$ cat src/rtl/alu_fu_dispatch_pkg.sv
// Shared definitions for the ALU functional-unit dispatcher: ALU op codes,
// CDB field widths and the dispatcher FSM state encoding.
package alu_fu_dispatch_pkg;

    localparam int unsigned CDB_W  = 41;
    localparam int unsigned TAG_W  = 8;
    localparam int unsigned DATA_W = 32;

    typedef enum logic [3:0] {
        ALU_ADD    = 4'd0,
        ALU_SUB    = 4'd1,
        ALU_AND    = 4'd2,
        ALU_OR     = 4'd3,
        ALU_XOR    = 4'd4,
        ALU_SLL    = 4'd5,
        ALU_SRL    = 4'd6,
        ALU_SRA    = 4'd7,
        ALU_SLT    = 4'd8,
        ALU_SLTU   = 4'd9,
        ALU_PASS_B = 4'd10
    } alu_op_e;

    typedef enum logic [1:0] {
        ST_IDLE     = 2'd0,
        ST_EXEC     = 2'd1,
        ST_WAIT_CDB = 2'd2
    } fu_state_e;

endpackage

$ cat src/rtl/alu_fu_dispatch_core.sv
// Purely combinational 32-bit ALU used by alu_fu_dispatch.
// Wrap-around arithmetic, no flags; shifts use b[4:0]; unknown ops give 0.
module alu_core
    import alu_fu_dispatch_pkg::*;
(
    input  logic [3:0]        op,
    input  logic [DATA_W-1:0] a,
    input  logic [DATA_W-1:0] b,
    output logic [DATA_W-1:0] y
);

    // Result mux over the supported operations
    always_comb begin
        y = '0;
        case (op)
            ALU_ADD:    y = a + b;
            ALU_SUB:    y = a - b;
            ALU_AND:    y = a & b;
            ALU_OR:     y = a | b;
            ALU_XOR:    y = a ^ b;
            ALU_SLL:    y = a << b[4:0];
            ALU_SRL:    y = a >> b[4:0];
            ALU_SRA:    y = $unsigned($signed(a) >>> b[4:0]);
            ALU_SLT:    y = {{(DATA_W-1){1'b0}}, ($signed(a) < $signed(b))};
            ALU_SLTU:   y = {{(DATA_W-1){1'b0}}, (a < b)};
            ALU_PASS_B: y = b;
            default:    y = '0;
        endcase
    end

endmodule

$ cat src/rtl/alu_fu_dispatch.sv
// ALU functional-unit dispatcher: round-robin picks a ready RS line, runs it
// through a fixed-latency ALU, holds the result until the CDB grant, then
// pulses that line's result_taken.
// Optional: define ALU_FU_PERF_EN to add perf_busy_cycles / perf_cdb_stall.
module alu_fu_dispatch
    import alu_fu_dispatch_pkg::*;
#(
    parameter int unsigned NUM_RS   = 3,
    parameter int unsigned LATENCY  = 1,
    parameter logic [7:0]  TAG_BASE = 8'h01
) (
    input  logic                   clk,
    input  logic                   rst,
    input  logic [NUM_RS-1:0]      rs_ready,
    input  logic [4*NUM_RS-1:0]    rs_alu_ctrl,
    input  logic [32*NUM_RS-1:0]   rs_v1,
    input  logic [32*NUM_RS-1:0]   rs_v2,
    output logic [NUM_RS-1:0]      rs_result_taken,
    output logic                   cdb_req,
    input  logic                   cdb_grant,
    output logic [CDB_W-1:0]       cdb_out,
    output logic                   fu_busy
`ifdef ALU_FU_PERF_EN
    ,
    output logic [31:0]            perf_busy_cycles,
    output logic [31:0]            perf_cdb_stall
`endif
);

    localparam int unsigned IDX_W = $clog2(NUM_RS);
    localparam int unsigned CNT_W = (LATENCY > 1) ? $clog2(LATENCY) : 1;

    if (NUM_RS < 2 || NUM_RS > 8) begin : g_bad_num_rs
        $error("alu_fu_dispatch: NUM_RS must be 2..8");
    end
    if (LATENCY < 1) begin : g_bad_latency
        $error("alu_fu_dispatch: LATENCY must be >= 1");
    end
    if (32'(TAG_BASE) + NUM_RS - 1 > 255) begin : g_bad_tag
        $error("alu_fu_dispatch: TAG_BASE+NUM_RS-1 wraps past 8'hFF");
    end

    fu_state_e         state_q,   state_d;
    logic [IDX_W-1:0]  rr_ptr_q,  rr_ptr_d;
    logic [IDX_W-1:0]  sel_idx_q, sel_idx_d;
    logic [3:0]        op_q,      op_d;
    logic [DATA_W-1:0] v1_q,      v1_d;
    logic [DATA_W-1:0] v2_q,      v2_d;
    logic [DATA_W-1:0] result_q,  result_d;
    logic [CNT_W-1:0]  cnt_q,     cnt_d;

    logic              pick_found;
    logic [IDX_W-1:0]  pick_idx;
    logic [DATA_W-1:0] alu_y;

    // base and off are both below NUM_RS, so one subtraction is enough
    function automatic logic [IDX_W-1:0] wrap_add(input logic [IDX_W-1:0] base,
                                                  input int unsigned off);
        int unsigned s;
        s = 32'(base) + off;
        if (s >= NUM_RS) s = s - NUM_RS;
        return IDX_W'(s);
    endfunction

    alu_core u_alu_core (
        .op (op_q),
        .a  (v1_q),
        .b  (v2_q),
        .y  (alu_y)
    );

    // Round-robin pick: first ready line scanning from rr_ptr upward
    always_comb begin
        pick_found = 1'b0;
        pick_idx   = '0;
        for (int unsigned i = 0; i < NUM_RS; i++) begin
            if (!pick_found && rs_ready[wrap_add(rr_ptr_q, i)]) begin
                pick_found = 1'b1;
                pick_idx   = wrap_add(rr_ptr_q, i);
            end
        end
    end

    // FSM next-state and operand/result latching
    always_comb begin
        state_d   = state_q;
        rr_ptr_d  = rr_ptr_q;
        sel_idx_d = sel_idx_q;
        op_d      = op_q;
        v1_d      = v1_q;
        v2_d      = v2_q;
        result_d  = result_q;
        cnt_d     = cnt_q;
        case (state_q)
            ST_IDLE: begin
                if (pick_found) begin
                    sel_idx_d = pick_idx;
                    op_d      = rs_alu_ctrl[32'(pick_idx)*4 +: 4];
                    v1_d      = rs_v1[32'(pick_idx)*32 +: 32];
                    v2_d      = rs_v2[32'(pick_idx)*32 +: 32];
                    cnt_d     = CNT_W'(LATENCY - 1);
                    state_d   = ST_EXEC;
                end
            end
            ST_EXEC: begin
                if (cnt_q == '0) begin
                    result_d = alu_y;
                    state_d  = ST_WAIT_CDB;
                end else begin
                    cnt_d = cnt_q - 1'b1;
                end
            end
            ST_WAIT_CDB: begin
                if (cdb_grant) begin
                    state_d  = ST_IDLE;
                    rr_ptr_d = (32'(sel_idx_q) == NUM_RS - 1) ? '0 : sel_idx_q + 1'b1;
                end
            end
            default: state_d = ST_IDLE;
        endcase
    end

    // CDB drive and result_taken pulse, active only while waiting for the bus
    always_comb begin
        cdb_req         = 1'b0;
        cdb_out         = '0;
        rs_result_taken = '0;
        fu_busy         = (state_q != ST_IDLE);
        if (state_q == ST_WAIT_CDB) begin
            cdb_req = 1'b1;
            cdb_out = {1'b1, TAG_BASE + TAG_W'(sel_idx_q), result_q};
            if (cdb_grant) rs_result_taken[sel_idx_q] = 1'b1;
        end
    end

    // State registers; async reset drops any in-flight op
    always_ff @(posedge clk or negedge rst) begin
        if (!rst) begin
            state_q   <= ST_IDLE;
            rr_ptr_q  <= '0;
            sel_idx_q <= '0;
            op_q      <= '0;
            v1_q      <= '0;
            v2_q      <= '0;
            result_q  <= '0;
            cnt_q     <= '0;
        end else begin
            state_q   <= state_d;
            rr_ptr_q  <= rr_ptr_d;
            sel_idx_q <= sel_idx_d;
            op_q      <= op_d;
            v1_q      <= v1_d;
            v2_q      <= v2_d;
            result_q  <= result_d;
            cnt_q     <= cnt_d;
        end
    end

`ifdef ALU_FU_PERF_EN
    logic [31:0] busy_cnt_q,  busy_cnt_d;
    logic [31:0] stall_cnt_q, stall_cnt_d;

    // Saturating busy / bus-stall counters
    always_comb begin
        busy_cnt_d  = busy_cnt_q;
        stall_cnt_d = stall_cnt_q;
        if (fu_busy && busy_cnt_q != '1) busy_cnt_d = busy_cnt_q + 1'b1;
        if (state_q == ST_WAIT_CDB && !cdb_grant && stall_cnt_q != '1)
            stall_cnt_d = stall_cnt_q + 1'b1;
    end

    // Perf counter registers
    always_ff @(posedge clk or negedge rst) begin
        if (!rst) begin
            busy_cnt_q  <= '0;
            stall_cnt_q <= '0;
        end else begin
            busy_cnt_q  <= busy_cnt_d;
            stall_cnt_q <= stall_cnt_d;
        end
    end

    assign perf_busy_cycles = busy_cnt_q;
    assign perf_cdb_stall   = stall_cnt_q;
`endif

endmodule

$ cat config.mk
export PLATFORM = sky130hd
export DESIGN_NAME = alu_fu_dispatch
export DESIGN_NICKNAME = d
export VERILOG_FILES = /design/src/rtl/alu_fu_dispatch_pkg.sv /design/src/rtl/alu_fu_dispatch_core.sv /design/src/rtl/alu_fu_dispatch.sv
export SDC_FILE = /design/constraint.sdc
export NUM_CORES = 1
export LEC_CHECK = 0
export ABC_AREA = 1
export BUFFER_PORTS_ARGS = -buffer_cell sky130_fd_sc_hd__buf_2
export CAP_MARGIN = 20
export CORE_ASPECT_RATIO = 0.9
export CORE_UTILIZATION = 55
export DETAILED_ROUTE_END_ITERATION = 8
export GPL_TIMING_DRIVEN = 1
export PLACE_DENSITY = 0.78
export SYNTH_ARGS = -nofsm -noshare
export SYNTH_HDL_FRONTEND = slang
export SYNTH_SLANG_ARGS = --single-unit
$ cat constraint.sdc
create_clock -name clk -period 7.5 [get_ports clk]
set_clock_uncertainty 0.2 [all_clocks]
set_input_delay 0.375 -clock clk [delete_from_list [all_inputs] [get_ports clk]]
set_output_delay 0.375 -clock clk [all_outputs]
set_load 0.05 [all_outputs]
==> summary.txt <==
Status
  • Status: finished with violations
  • Failing checks: design-rule violations

Critical path
  • Crit Path Max Fanout: 73
  • Most common cell on crit path: nand2_1
  • CP Cell Sequence: buf_4 -> clkinv_1 -> ha_1 -> nor2_1 -> nand2_1 -> nand3_1 -> nand2_1 -> nand2_1 -> nand2_1 -> nand2_1 -> nand2_1 -> nand3_1 -> nand2_1 -> nor2_1 -> nand2_1 -> nand2_1 -> nand2_1
  • Startpoint types: register
  • Max incr delay on CP: around 0.58 ns
  • CP max-delay cell: buf_4
  • CP endpoint kind: register
  • CP Class: register to register
  • CP required: 7.58 ns
  • Arrival @ worst endpoint: 3.88 ns

Place
  • GPL Wtd Cong: 1.15
  • IO Port Bufs: 250
  • DPL Wire Length: 56300 um

Global route
  • First-pass GRT wire length: 109000 um
  • Gr usage total: 47.1%
  • Total grt overflow: 0
  • Largest net degree at the start of global routing: 74
  • Vias in the first global route: between 15000 and 20000
  • Initial antenna violation count: 2

Floorplan
  • Starting Density: between 50% and 60%
  • Die Y: 166 um
  • Rows: 59
  • I/O Pins: 256
  • Die Area: about 30000 sq um
  • Core ar.: just under 30000 sq um
  • Die X-Extent: 184 um

Synthesis
  • Share of the synthesized area in the top cell type: 23.3%
  • Top-count cell post-synth: nand2_1
  • Largest area contributor in the netlist: nand2_1
  • Yosys reg bits: 106
  • Area contributors post-synth: nand2_1 (23%), nand3_1 (17%), dfrtp_1 (16%), inv_1 (8.8%), ha_1 (8.6%)
  • Mean post-synth cell area: 5.38 sq um
  • Fraction of registers with async set or reset after synthesis: 100%
  • Post-Syn Instances: 3035
  • Sequential area share after synthesis: 16.2%
  • Yosys Warn Count: 0
  • Post-synth cell types: 39
  • Synth top cells by count: nand2_1 (1015), nand3_1 (559), inv_1 (384)
  • Ys flop type: dfrtp_1
  • Netlist Area Pre-Place: 16300 sq um
  • Post-synth EDFFs: 0

Detailed routing
  • 1st-pass router iterations: 9
  • Routed wire length: 71800 um
  • 1st-iter DRT viols: 2988
  • ANT nets after route: 0
  • DRC viols: 1
  • Vias per inst: 6.06
  • Via count: 21600
  • Wire per inst: 20.2 um

CTS
  • Resized cells post-CTS: 0
  • Clock buffer depth: 2
  • Clock Sinks: 106
  • CTS Buf Count: 9
  • CTS tree: done
  • Reg clk slew, reported paths: 0.09 ns
  • Post-CTS setup buffers: 0
  • H-tree levels: 3
  • Clk Latency, worst-skew pair: 0.38 ns
  • Root Driver: clkbuf_16

STA
  • Relative slew slack: 18.3%
  • Final setup fails: 0
  • RSZ-0062 raised after global routing: false
  • F_max: 0.263 GHz
  • Worst-Margin Slew: 1.22 ns
  • Final Cycle Share: about 50%
  • Slew Limit Fails: 0
  • Crit path time final: around 3.8 ns
  • Setup TNS: 0 ns
  • Final Hold Viols: 0

Cells and area
  • Share of cells above drive strength 1: 9.96%
  • Nets: 3482
  • Synthesis-to-finish area growth: 9.85%
  • Fillers: 3017

Worst hold path
  • Hold Path Class: input port to register

Run
  • Max_cap viols: 0
[worst max-delay path, delay by kind of cell (launching register included)]
| kind | cells | cell delay [ns] |
|---|---|---|
| adder cells (fa/ha/maj) | 1 | 0.46 |
| buffers and inverters | 2 | 1.08 |
| flip-flops | 1 | 0.35 |
| AND/OR/NAND/NOR | 14 | 1.59 |
[placed cells by master, fill, tap and decap left out, types with 19 or more instances in the layout]
cell type  count
o211ai_1      19
nand3_1      559
dfrtp_1      104
inv_1        383
o22ai_1       41
a21oi_1      148
buf_2        249
buf_4         23
nand2_1     1014
nor3_1        28
o21ai_0       74
ha_1         112
nor2_1       249
nand3b_1      39
[path summary, 6_finish.rpt]
check	start	endpoint	slack (ns)	depth (start not counted)
setup / recovery	v2_q[1]	result_q[15]	3.70	17
hold / removal	cdb_grant	state_q[1]	0.03	2
setup reg to reg	v2_q[1]	result_q[15]	3.70	17
hold reg to reg	result_q[26]	result_q[26]	0.29	2
max in group asynchronous	rst	result_q[23]	5.37	3
min in group asynchronous	rst	v2_q[11]	0.41	2
[state kept, by name, indices dropped and copies added, names as in the netlist]
name and cells:
result_q 32, v1_q 32, v2_q 32, op_q 4, rr_ptr_q 2, sel_idx_q 2
state_q 2
[metal layers]
layer / vias to the layer above / wire length [um] / track usage, %
met4: 0 / 5730 / 33.3
met3: 336 / 9830 / 11.6
met5: - / 0 / 0
li1: 9950 / - / -
met2: 1530 / 29900 / 71.6
met1: 9761 / 26300 / 58.5
[what timing repair did]
| action | CTS | global route |
|---|---|---|
| hold buffers | 1 | 0 |
| endpoints found under the setup margin | 0 | 0 |
| hold endpoints to repair | 43 | 0 |
[area by class of cell]
cell class	count	area [sq um]	share of cell area (%)
clock buffers	9	225	1.25
flip-flops and latches	106	2660	14.8
repair buffers	276	1500	8.38
inverters	396	1490	8.28
clock inverters	7	91.3	0.509
multi-input cells	2369	11500	64.0
diodes	2	5.00	0.0279
well taps	396	495	2.76
[cells by family (layout without fill, tap and decap cells)]
| group | count (synthesis) | in the layout | share of synthesized area (%) |
|---|---|---|---|
| and+or+nand+nor | 1929 | 1929 | 50.4 |
| buffers and inverters | 564 | 688 | 13.6 |
| AOI/OAI and AO/OA | 318 | 318 | 10.8 |
| adders and majority gates | 114 | 114 | 8.82 |
| DFF | 106 | 106 | 16.2 |
| xor gates and xnor gates | 3 | 3 | 0.161 |
| other | 1 | 7 | 0.0229 |
[metrics by stage]
step                instances  hold slack [ns]  cell area (sq um)  worst slack, ns  utilization, %
detailed placement       3539            0.228              17500             3.90            60.3
global route             3560           0.0480              18000             3.47            61.7
global placement         3539            0.227              17500             3.96            60.3
floorplan                3039           -0.121              16400             4.54               -
CTS                      3556           0.0384              17900             3.86            61.5
finish                   3561           0.0276              18000             3.70            61.7
Power is left out: the tool's default activity adds up to more than one toggle a clock period on the data nets, which glitch-free logic cannot reach.
